<file path="src/rtl/cpu_seq_ctrl.sv">
// Multi-cycle CPU sequencer: steps each instruction through fetch, decode,
// execute, optional memory access and writeback, with halt and retire limits.
module cpu_seq_ctrl #(
    parameter logic [31:0] RESET_PC      = 32'h0000_0000,
    parameter logic [31:0] HALT_INSTR    = 32'h0000_006F,
    parameter logic [31:0] TIMEOUT_INSTR = 32'd80
) (
    input  logic        clk,
    input  logic        reset,
    input  logic        start,
    input  logic        step_mode,
    input  logic        step_req,
    input  logic [31:0] pc_out,
    input  logic [31:0] instr,
    input  logic        is_branch_taken,
    input  logic [31:0] branch_target,
    input  logic        mem_read,
    input  logic        mem_write,
    input  logic        reg_write,
    input  logic        mem_ready,
    output logic        pc_write,
    output logic [31:0] next_pc,
    output logic        ir_load,
    output logic        mem_req,
    output logic        mem_we,
    output logic        rf_we,
    output logic [2:0]  state,
    output logic        halted,
    output logic        timeout,
    output logic [31:0] retired
);

    typedef enum logic [2:0] {
        S_IDLE   = 3'd0,
        S_FETCH  = 3'd1,
        S_DECODE = 3'd2,
        S_EXEC   = 3'd3,
        S_MEM    = 3'd4,
        S_WB     = 3'd5,
        S_HALT   = 3'd6
    } state_t;

    state_t      state_q, state_d;
    logic [31:0] retired_q, retired_d;
    logic        timeout_q, timeout_d;
    logic [31:0] retired_inc;

    assign retired_inc = (retired_q == 32'hFFFF_FFFF) ? retired_q : retired_q + 32'd1;

    always_ff @(posedge clk) begin
        if (reset) begin
            state_q   <= S_IDLE;
            retired_q <= 32'd0;
            timeout_q <= 1'b0;
        end else begin
            state_q   <= state_d;
            retired_q <= retired_d;
            timeout_q <= timeout_d;
        end
    end

    always_comb begin
        state_d   = state_q;
        retired_d = retired_q;
        timeout_d = timeout_q;
        pc_write  = 1'b0;
        next_pc   = RESET_PC;
        ir_load   = 1'b0;
        mem_req   = 1'b0;
        mem_we    = 1'b0;
        rf_we     = 1'b0;
        case (state_q)
            S_IDLE: begin
                if ((start && !step_mode) || (step_req && step_mode))
                    state_d = S_FETCH;
            end
            S_FETCH: begin
                ir_load = 1'b1;
                state_d = S_DECODE;
            end
            S_DECODE: begin
                state_d = (instr == HALT_INSTR) ? S_HALT : S_EXEC;
            end
            S_EXEC: begin
                state_d = (mem_read || mem_write) ? S_MEM : S_WB;
            end
            S_MEM: begin
                mem_req = 1'b1;
                mem_we  = mem_write;
                if (mem_ready)
                    state_d = S_WB;
            end
            S_WB: begin
                pc_write  = 1'b1;
                rf_we     = reg_write;
                retired_d = retired_inc;
                // Redirect targets are forced word-aligned; sequential PC wraps naturally.
                next_pc   = is_branch_taken ? {branch_target[31:2], 2'b00} : pc_out + 32'd4;
                if ((TIMEOUT_INSTR != 32'd0) && (retired_inc == TIMEOUT_INSTR)) begin
                    state_d   = S_HALT;
                    timeout_d = 1'b1;
                end else if (step_mode) begin
                    state_d = S_IDLE;
                end else begin
                    state_d = S_FETCH;
                end
            end
            S_HALT: begin
                state_d = S_HALT;
            end
            default: begin
                state_d = S_IDLE;
            end
        endcase
    end

    assign state   = state_q;
    assign halted  = (state_q == S_HALT);
    assign timeout = timeout_q;
    assign retired = retired_q;

endmodule

</file>
<file path="config.mk">
export PLATFORM = sky130hd
export DESIGN_NAME = cpu_seq_ctrl
export DESIGN_NICKNAME = d
export VERILOG_FILES = /design/src/rtl/cpu_seq_ctrl.sv
export SDC_FILE = /design/constraint.sdc
export NUM_CORES = 1
export LEC_CHECK = 0
export CELL_PAD_IN_SITES_DETAIL_PLACEMENT = 1
export CELL_PAD_IN_SITES_GLOBAL_PLACEMENT = 1
export CORE_UTILIZATION = 29
export DETAILED_ROUTE_END_ITERATION = 10
export GPL_TIMING_DRIVEN = 0
export HOLD_SLACK_MARGIN = 0.15
export PLACE_DENSITY = 0.95
export SKIP_CTS_REPAIR_TIMING = 1
export SYNTH_ARGS = -nofsm -noshare
export SYNTH_HDL_FRONTEND = slang
export SYNTH_SLANG_ARGS = --single-unit
</file>
<file path="constraint.sdc">
create_clock -name clk -period 8.2 [get_ports clk]
set_input_delay 0.82 -clock clk [delete_from_list [all_inputs] [get_ports clk]]
set_output_delay 0.82 -clock clk [all_outputs]
set_load 0.02 [all_outputs]
</file>
==> results of run 1 <==
-- power by group through the flow --
stage	sequential [mW]	clock [mW]	combinational, mW
6_report	0.180	0.195	0.123
5_1_grt	0.180	0.205	0.132
4_1_cts	0.180	0.197	0.124
3_5_place_dp	0.184	0	0.123
3_3_place_gp	0.183	0	0.119
2_1_floorplan	0.185	0	0.0440
-- worst reg2reg max path: cells and delay by family (launching register included) --
kind | cells | cell delay, ns
and+or+nand+nor | 4 | 1.45
AOI/OAI and AO/OA | 3 | 1.04
DFF | 1 | 0.44
adders and majority gates | 1 | 0.35
-- state kept, by name, indices dropped and copies added (netlist names) --
name / cells
retired: 32
state: 3
timeout: 1
-- synth_stat cells (all sizes together), types with 13 or more instances --
master	number	area, um2
nand2	40	150
nor3	19	100
and3	13	82.6
dfxtp	36	721
o21ai	14	70.1
xnor2	24	210
xor2	32	280
nor4	18	119
a21oi	29	145
nor2	93	349
nand4	25	163
nand3	25	130
clkbuf	26	97.6
mux2i	13	130
-- metal layers --
metal	up-vias	wire [um]	track usage, %	share of wire [%]
met1	2249	5760	25.5	37
met3	57	1080	5.50	6.9
met5	-	0	0	0
met4	0	726	13.4	4.7
li1	2184	-	-	-
met2	194	7970	45.6	51
-- area by class of cell --
class / instances / area (um2)
timing repair buffer: 176 / 1760
inverter: 10 / 37.5
tap: 143 / 179
multi-input combinational: 427 / 2580
sequential: 36 / 721
fill: 1441 / 5990
clock inverter: 2 / 10.0
buffer: 34 / 143
clock buffer: 6 / 139
-- per-stage QoR --
stage	cell area, um2	hold WS (ns)
global route	5580	0.488
global placement	5430	0.442
floorplan	3490	0.532
finish	5580	0.471
CTS	5580	0.473
detailed placement	5430	0.456
-- how the worst min path moves through the flow --
stage | startpoint | end | cells past startpoint
6_report | timeout | timeout | 2
5_1_grt | timeout | timeout | 2
4_1_cts | timeout | timeout | 2
3_5_place_dp | timeout | timeout | 2
3_3_place_gp | timeout | timeout | 2
2_1_floorplan | timeout | timeout | 2
-- cells by family after synthesis --
kind of cell	after synthesis
flip-flops	36
XOR/XNOR	56
AND/OR/NAND/NOR	278
AO/OA/AOI/OAI	77
multiplexers	14
adder cells (fa/ha/maj)	2
buffers and inverters	44
==> metrics.md, run 1 <==
| Metric | Value |
|---|---|
| Status | `complete, but fails checks` |
| Violated checks | `DRC` |
| Slew Viols, Final | `0` |
| Switching fraction of total power | `26.1%` |
| CTS Buf Count | `5` |
| Crit path max fanout | `6` |
| CP peak stage delay | `0.99 ns` |
| Fin util | `48.2%` |
| CP Launch Type | `primary input` |
| LEAKAGE | `1.85 nW` |
| Post-synthesis sequential area ratio | `20.7%` |
| Post-synthesis cell type count | `54` |
| H-tree levels | `2` |
| Fin crit period | `5.06 ns` |
| RSZ-0062 raised after global routing | `false` |
| Core Area | `11600 um2` |
| Power Internal | `0.368 mW` |
| Layout cells sized above 1 | `4.34%` |
| Setup violations, final | `0` |
| P_sw | `0.130 mW` |
| Routed WL per cell | `18.6 um` |
| DRT antenna net count | `0` |
| Type of the worst min-delay path | `register to register` |
| Worst Path Required | `7.38 ns` |
| Setup TNS | `0 ns` |
| Least-Margin Pin Slew | `1.16 ns` |
| Drt pass-1 iters | `8` |
| Area growth from synthesis to layout | `59.9%` |
| Detailed-route via count | `4684` |
| Starting DRT DRC Count | `253` |
| Worst Slack Setup Final | `3.14 ns` |
| N_diodes | `0` |
| Vias in the first global route | `5008` |
| Post-route DRC | `6` |
| Critical path depth in cells | `9` |
| Ports | `180` |
| Syn avg cell area | `6.88 um2` |
| Clk sinks | `36` |
| IO buf count | `176` |
| Sequential power share | `36.1%` |
| Ys Warns | `0` |
| Power Total | `0.498 mW` |
| Slew Limit Headroom | `22.3%` |
| Crit path to | `next_pc[31]` |
| Max Cap Viol | `0` |
| Area share of fa/ha/maj cells after synthesis | `0.718%` |
| Clock transition at the registers of the reported paths | `0.05 ns` |
| Netlist Area Pre-Place | `3490 um2` |
| Syn Inst Count | `507` |
| Num rows | `39` |
| Die X | `112 um` |
| Post-Synth Simple-Gate Area | `40.7%` |
| Initial antenna violation count | `0` |
| Largest family of logic cells by synthesized area | `simple AND/OR/NAND/NOR gates` |
| Post-Synth XOR/XNOR Area | `14.1%` |
| Top cell by count, worst path | `clkdlybuf4s50_1` |
| Fin cells | `834` |
| Die Area | `12500 um2` |
| TritonCTS clock tree | `built` |
| Pin count of the biggest net entering global routing | `12` |
| Logic pwr share | `24.8%` |
| Initial Util | `30.1%` |
| EDFF count, synth | `0` |
| Die Ht | `112 um` |
| Post-synth ARST share | `0%` |
| Hold Violations, Final | `0` |
| Most used DFF post-synth | `dfxtp_1` |
| FF-to-FF End | `state[0]` |
| FF-to-FF path depth | `8` |
| Final GP Congestion | `0.946` |
| Total gr overflow | `0` |
| Dpl ws | `3.21 ns` |
| Most common cell after layout, fill and taps aside | `clkdlybuf4s50_1` |
| Fin Clk Skew | `0.00421 ns` |
| WL final | `15.5 mm` |
| Worst vdd ir | `0.0000562 V` |
| Clock root buffer | `clkbuf_16` |
| Hpwl dp | `12.4 mm` |
| Bufs and invs on worst path | `2` |
| Crit-path slowest cell | `nor4_1` |
| CP top delay family | `simple AND/OR/NAND/NOR gates` |
| Placed insts | `826` |
| Overall routing resource usage | `24.6%` |
| Commonest non-fill, non-tap cells in the layout | `clkdlybuf4s50_1 (176), nor2_1 (93), nand2_1 (40), dfxtp_1 (36), xor2_1 (32)` |
| Multiplexer area fraction after synthesis | `4.06%` |
| Clk_lat worst skew | `0.28 ns` |
| Worst R2R Setup Slack | `4.82 ns` |
| CP Launch Point | `pc_out[7]` |
| Period utilization | `61.7%` |
| CP arrival | `4.24 ns` |
| DR vias/cell | `5.62` |
| First-pass GRT wire length | `24.7 mm` |
| CP cell instances | `clkdlybuf4s50_1 > nand4_1 > nor4_1 > nand3_1 > nor3_1 > xnor2_1 > o21ai_0 > and2_1 > clkdlybuf4s50_1` |
| Clock power frac | `39.1%` |
| Synthesized Nets | `615` |
| CTS max path bufs | `2` |
| Seq cells post-synth | `36` |
| Crit end category | `output port` |
| Crit Path Class | `primary input to output port` |
| Final nets | `798` |
| Max Fclk | `198 MHz` |
| Pwr dens | `89.4 nW/um2` |
| RR Startpoint | `retired[0]` |
| Post-synthesis compound-gate area fraction | `14.6%` |
(Power assumes the default switching activity.)
==> run 2: changes to the inputs <==
CORE_UTILIZATION = 25   (was 29)
PLACE_DENSITY = 0.88   (was 0.95)
clock period = 4.4 ns   (was 8.2 ns; I/O delays follow)
==> metrics.md, run 2 (synthesis gave the netlist of run 1 again) <==
| Metric | Value |
|---|---|
| WHS Endpoint | `timeout` |
| Type of the worst min-delay path | `register to register` |
| Worst Path Required | `3.96 ns` |
| Clock root buffer | `clkbuf_16` |
| Clock transition at the registers of the reported paths | `0.05 ns` |
| Largest register FFs | `32` |
| Most common cell after layout, fill and taps aside | `clkdlybuf4s50_1` |
| Hold Violations, Final | `0` |
| Ports | `180` |
| CP peak stage delay | `0.67 ns` |
| Pin count of the biggest net entering global routing | `12` |
| Fin crit period | `3.88 ns` |
| Max Cap Viol | `0` |
| Hpwl dp | `11.8 mm` |
| Area growth from synthesis to layout | `61.3%` |
| Fin Clk Skew | `0.00463 ns` |
| Fin util | `42.0%` |
| Clk sinks | `36` |
| Final nets | `798` |
| Sequential power share | `36.1%` |
| Initial Util | `26.0%` |
| Logic pwr share | `24.7%` |
| Least-Margin Pin Slew | `0.873 ns` |
| Post-route DRC | `0` |
| Bufs and invs on worst path | `2` |
| Worst Hold Depth | `2` |
| CP arrival | `3.44 ns` |
| Initial antenna violation count | `0` |
| Core Area | `13400 um2` |
| Die X | `120 um` |
| FF-to-FF path depth | `9` |
| CP Launch Type | `primary input` |
| RR Startpoint | `retired[0]` |
| Vias in the first global route | `4607` |
| Crit-path slowest cell | `nor4_2` |
| Die Area | `14400 um2` |
| Total gr overflow | `0` |
| Setup TNS | `0 ns` |
| Max Fclk | `258 MHz` |
| Drt pass-1 iters | `4` |
| Crit path max fanout | `6` |
| Setup violations, final | `0` |
| Detailed-route via count | `4533` |
| Crit Path Class | `primary input to output port` |
| Hold_ws | `0.452 ns` |
| CP top delay family | `simple AND/OR/NAND/NOR gates` |
| N_diodes | `0` |
| Starting DRT DRC Count | `240` |
| DR vias/cell | `5.23` |
| # fillers | `1655` |
| CTS Buf Count | `5` |
| Pwr dens | `165 nW/um2` |
| Period utilization | `88.2%` |
| LEAKAGE | `1.85 nW` |
| H-tree levels | `2` |
| Slew Limit Headroom | `41.3%` |
| Die Ht | `120 um` |
| Routed WL per cell | `16.9 um` |
| Overall routing resource usage | `19.9%` |
| Multi-input gate area | `2590 um2` |
| CTS max path bufs | `2` |
| Switching fraction of total power | `26.1%` |
| Crit end category | `output port` |
| Final GP Congestion | `0.918` |
| Num rows | `42` |
| WL final | `14.6 mm` |
| Layout cells sized above 1 | `4.49%` |
| Clock power frac | `39.2%` |
| First-pass GRT wire length | `23.0 mm` |
| Top cell by count, worst path | `clkdlybuf4s50_1` |
| CP cell instances | `clkdlybuf4s50_1 > nand4_1 > nor4_2 > nand3_1 > nor3_1 > xnor2_1 > o21ai_0 > and2_1 > clkdlybuf4s50_1` |
| Power Internal | `0.686 mW` |
| RSZ-0062 raised after global routing | `false` |
| Status | `finished clean` |
| Hold Path Origin | `timeout` |
| TritonCTS clock tree | `built` |
| IO buf count | `176` |
| Slew Viols, Final | `0` |
| Worst vdd ir | `0.000136 V` |
| P_sw | `0.242 mW` |
| Clk_lat worst skew | `0.28 ns` |
| Critical path depth in cells | `9` |
| FF-to-FF End | `retired[6]` |
| DRT antenna net count | `0` |
| Commonest non-fill, non-tap cells in the layout | `clkdlybuf4s50_1 (176), nor2_1 (93), nand2_1 (40), dfxtp_1 (36), xor2_1 (32)` |
| FF+latch area | `721 um2` |
| Worst R2R Setup Slack | `1.05 ns` |
==> run 2: how the worst max path moves through the flow <==
stage / startpoint / endpoint / slack [ns]
6_report: pc_out[7] / next_pc[31] / 0.52
3_3_place_gp: pc_out[4] / next_pc[31] / 0.20
3_5_place_dp: pc_out[7] / next_pc[31] / 0.17
2_1_floorplan: retired[0] / state[0] / 1.67
5_1_grt: pc_out[7] / next_pc[31] / 0.28
4_1_cts: pc_out[4] / next_pc[31] / 0.15
==> run 2: metrics by stage <==
step	worst slack, ns	power (mW)	area, um2	cells
after detailed placement	0.169	0.571	5470	859
final	0.521	0.928	5620	867
after global placement	0.198	0.564	5470	859
after floorplan	1.67	0.428	3490	507
after CTS	0.154	0.933	5620	867
after global routing	0.285	0.963	5620	867
==> run 2: area by class of cell <==
cell class                 instances  area share [%]
multi-input combinational        427            46.1
buffer                            34            2.54
timing repair buffer             176            31.3
clock inverter                     2           0.178
inverter                          10           0.668
sequential                        36            12.8
clock buffer                       6            2.47
tap                              176            3.92
==> run 2: worst register-to-register path: stages (launching register included) <==
cell and delay (ns):
dfxtp_1 0.46, ha_1 0.34, nand3_1 0.17, or4_1 0.43, buf_2 0.18, o31ai_1 0.72
clkbuf_1 0.50, nor3_1 0.14, xnor2_1 0.21, nor2_1 0.07
==> run 2: per-layer routing <==
layer / wire (um) / up-vias / GRT usage [%]
li1: - / 2185 / -
met1: 5750 / 2163 / 22.7
met2: 7670 / 169 / 37.3
met3: 1020 / 16 / 3.80
met4: 186 / 0 / 5.08
met5: 0 / - / 0
==> run 2: power groups by stage <==
stage / Clock [mW] / Sequential, mW / Combinational (mW)
after floorplan: 0 / 0.346 / 0.0821
after global placement: 0 / 0.341 / 0.223
after detailed placement: 0 / 0.342 / 0.229
after CTS: 0.368 / 0.335 / 0.230
after global routing: 0.381 / 0.335 / 0.247
final: 0.364 / 0.335 / 0.230
==> run 3: changes to the inputs <==
CTS_CLUSTER_DIAMETER = 200   (was default)
GPL_TIMING_DRIVEN = default   (was 0)
SKIP_CTS_REPAIR_TIMING = default   (was 1)
==> metrics.md, run 3 (synthesis gave the netlist of run 1 again) <==
| Metric | Value |
|---|---|
| Initial Util | `26.0%` |
| RSZ-0062 raised after global routing | `false` |
| Status | `finished clean` |
| Total gr overflow | `0` |
| Type of the worst min-delay path | `register to register` |
| Hpwl dp | `10.9 mm` |
| CP top delay family | `simple AND/OR/NAND/NOR gates` |
| Period utilization | `84.0%` |
| Ports | `180` |
| Pin count of the biggest net entering global routing | `52` |
| Core Area | `13400 um2` |
| Most common cell after layout, fill and taps aside | `clkdlybuf4s50_1` |
| Die X | `120 um` |
| Area growth from synthesis to layout | `58.0%` |
| Post-route DRC | `0` |
| Number of post-CTS setup repair buffers | `0` |
| Fin crit period | `3.70 ns` |
| Bufs and invs on worst path | `2` |
| Setup TNS | `0 ns` |
| RR Startpoint | `retired[8]` |
| Pwr dens | `167 nW/um2` |
| CP cell instances | `clkdlybuf4s50_1 > ha_1 > and4_1 > and4_1 > and2_1 > and4_1 > xor2_1 > mux2i_1 > nor2_1 > clkdlybuf4s50_1` |
| Fin cells | `838` |
| Least-Margin Pin Slew | `1.00 ns` |
| Final nets | `769` |
| DRT antenna net count | `0` |
| Clock transition at the registers of the reported paths | `0.06 ns` |
| Overall routing resource usage | `19.1%` |
| Slew Limit Headroom | `33.3%` |
| Crit-path slowest cell | `clkdlybuf4s50_1` |
| Multi-input gate area | `2580 um2` |
| FF+latch area | `721 um2` |
| Crit Path Class | `primary input to output port` |
| Detailed-route via count | `4394` |
| CP arrival | `3.26 ns` |
| First-pass GRT wire length | `22.4 mm` |
| Max Cap Viol | `0` |
| Worst vdd ir | `0.000149 V` |
| Fin util | `41.1%` |
| CP peak stage delay | `0.62 ns` |
| Hold Path Origin | `timeout` |
| CTS Buf Count | `5` |
| Num rows | `42` |
| Commonest non-fill, non-tap cells in the layout | `clkdlybuf4s50_1 (176), nor2_1 (93), nand2_1 (40), dfxtp_1 (36), xor2_1 (32)` |
| Clk sinks | `36` |
| Crit end category | `output port` |
| N_diodes | `0` |
| Placed insts | `830` |
| IO buf count | `177` |
| Clock root buffer | `clkbuf_16` |
| FF-to-FF path depth | `6` |
| Crit path max fanout | `5` |
| Final GP Congestion | `0.911` |
| CTS max path bufs | `2` |
| Clk_lat worst skew | `0.28 ns` |
| # fillers | `1656` |
| Vias in the first global route | `4618` |
| Setup violations, final | `0` |
| Hold_ws | `0.480 ns` |
| Drt pass-1 iters | `4` |
| FF-to-FF End | `state[0]` |
| CP Launch Type | `primary input` |
| LEAKAGE | `1.81 nW` |
| Fin Clk Skew | `0.00350 ns` |
| DR vias/cell | `5.24` |
| WHS Endpoint | `timeout` |
| Max Fclk | `271 MHz` |
| Slew Viols, Final | `0` |
| Post-CTS resize count | `0` |
| H-tree levels | `2` |
| Die Ht | `120 um` |
| Hold_buf cts | `0` |
| Starting DRT DRC Count | `192` |
| Power Total | `0.920 mW` |
| Top cell by count, worst path | `and4_1` |
| WL final | `13.9 mm` |
| Initial antenna violation count | `0` |
| Largest register FFs | `32` |
| Routed WL per cell | `16.5 um` |
| TritonCTS clock tree | `built` |
| Worst R2R Setup Slack | `0.92 ns` |
| Hold Violations, Final | `0` |
| Layout cells sized above 1 | `4.23%` |
| Worst Hold Depth | `2` |
| Worst Path Required | `3.96 ns` |
| Die Area | `14400 um2` |
-- run 3: cell count changes in the layout (fill, tap and decap cells not counted), sizes merged --
cell    previous run  this run
clkbuf            32         6
buf                8         5
-- run 3: final cells by class --
class | count | area share, %
flip-flops and latches | 36 | 13.1
repair buffers | 181 | 32.6
inverters | 10 | 0.681
well taps | 176 | 4.00
clock inverters | 2 | 0.182
clock buffers | 6 | 2.52
multi-input cells | 427 | 46.9
-- run 3: how the worst max path moves through the flow --
stage / start / cells past startpoint / end
2_1_floorplan: retired[0] / 9 / state[0]
3_3_place_gp: pc_out[2] / 10 / next_pc[20]
3_5_place_dp: pc_out[2] / 10 / next_pc[20]
4_1_cts: pc_out[2] / 10 / next_pc[20]
5_1_grt: pc_out[2] / 10 / next_pc[20]
6_report: pc_out[2] / 10 / next_pc[20]
-- run 3: worst min-delay path, cell delays in order, from the launching register on --
cell     delay, ns
dfxtp_1       0.33
nand2_1       0.06
o41ai_1       0.06
-- run 3: report_power, final --
group          internal [mW]  switching (mW)
Clock                  0.223           0.139
Sequential             0.330         0.00993
Combinational          0.131          0.0867
Total                  0.684           0.236
-- run 3: routing by layer --
metal | vias to the layer above | share of wire, % | track usage [%] | routed length [um]
met4 | 0 | 2.5 | 6.48 | 340
li1 | 2130 | - | - | -
met3 | 25 | 6.2 | 3.75 | 859
met1 | 2083 | 40 | 21.0 | 5570
met5 | - | 0 | 0 | 0
met2 | 156 | 51 | 36.0 | 7090
-- run 3: through the flow --
stage	worst slack [ns]	area, um2
finish	0.703	5510
global route	0.465	5510
CTS	0.688	5510
detailed placement	0.718	5360
global placement	0.765	5360
floorplan	1.67	3490
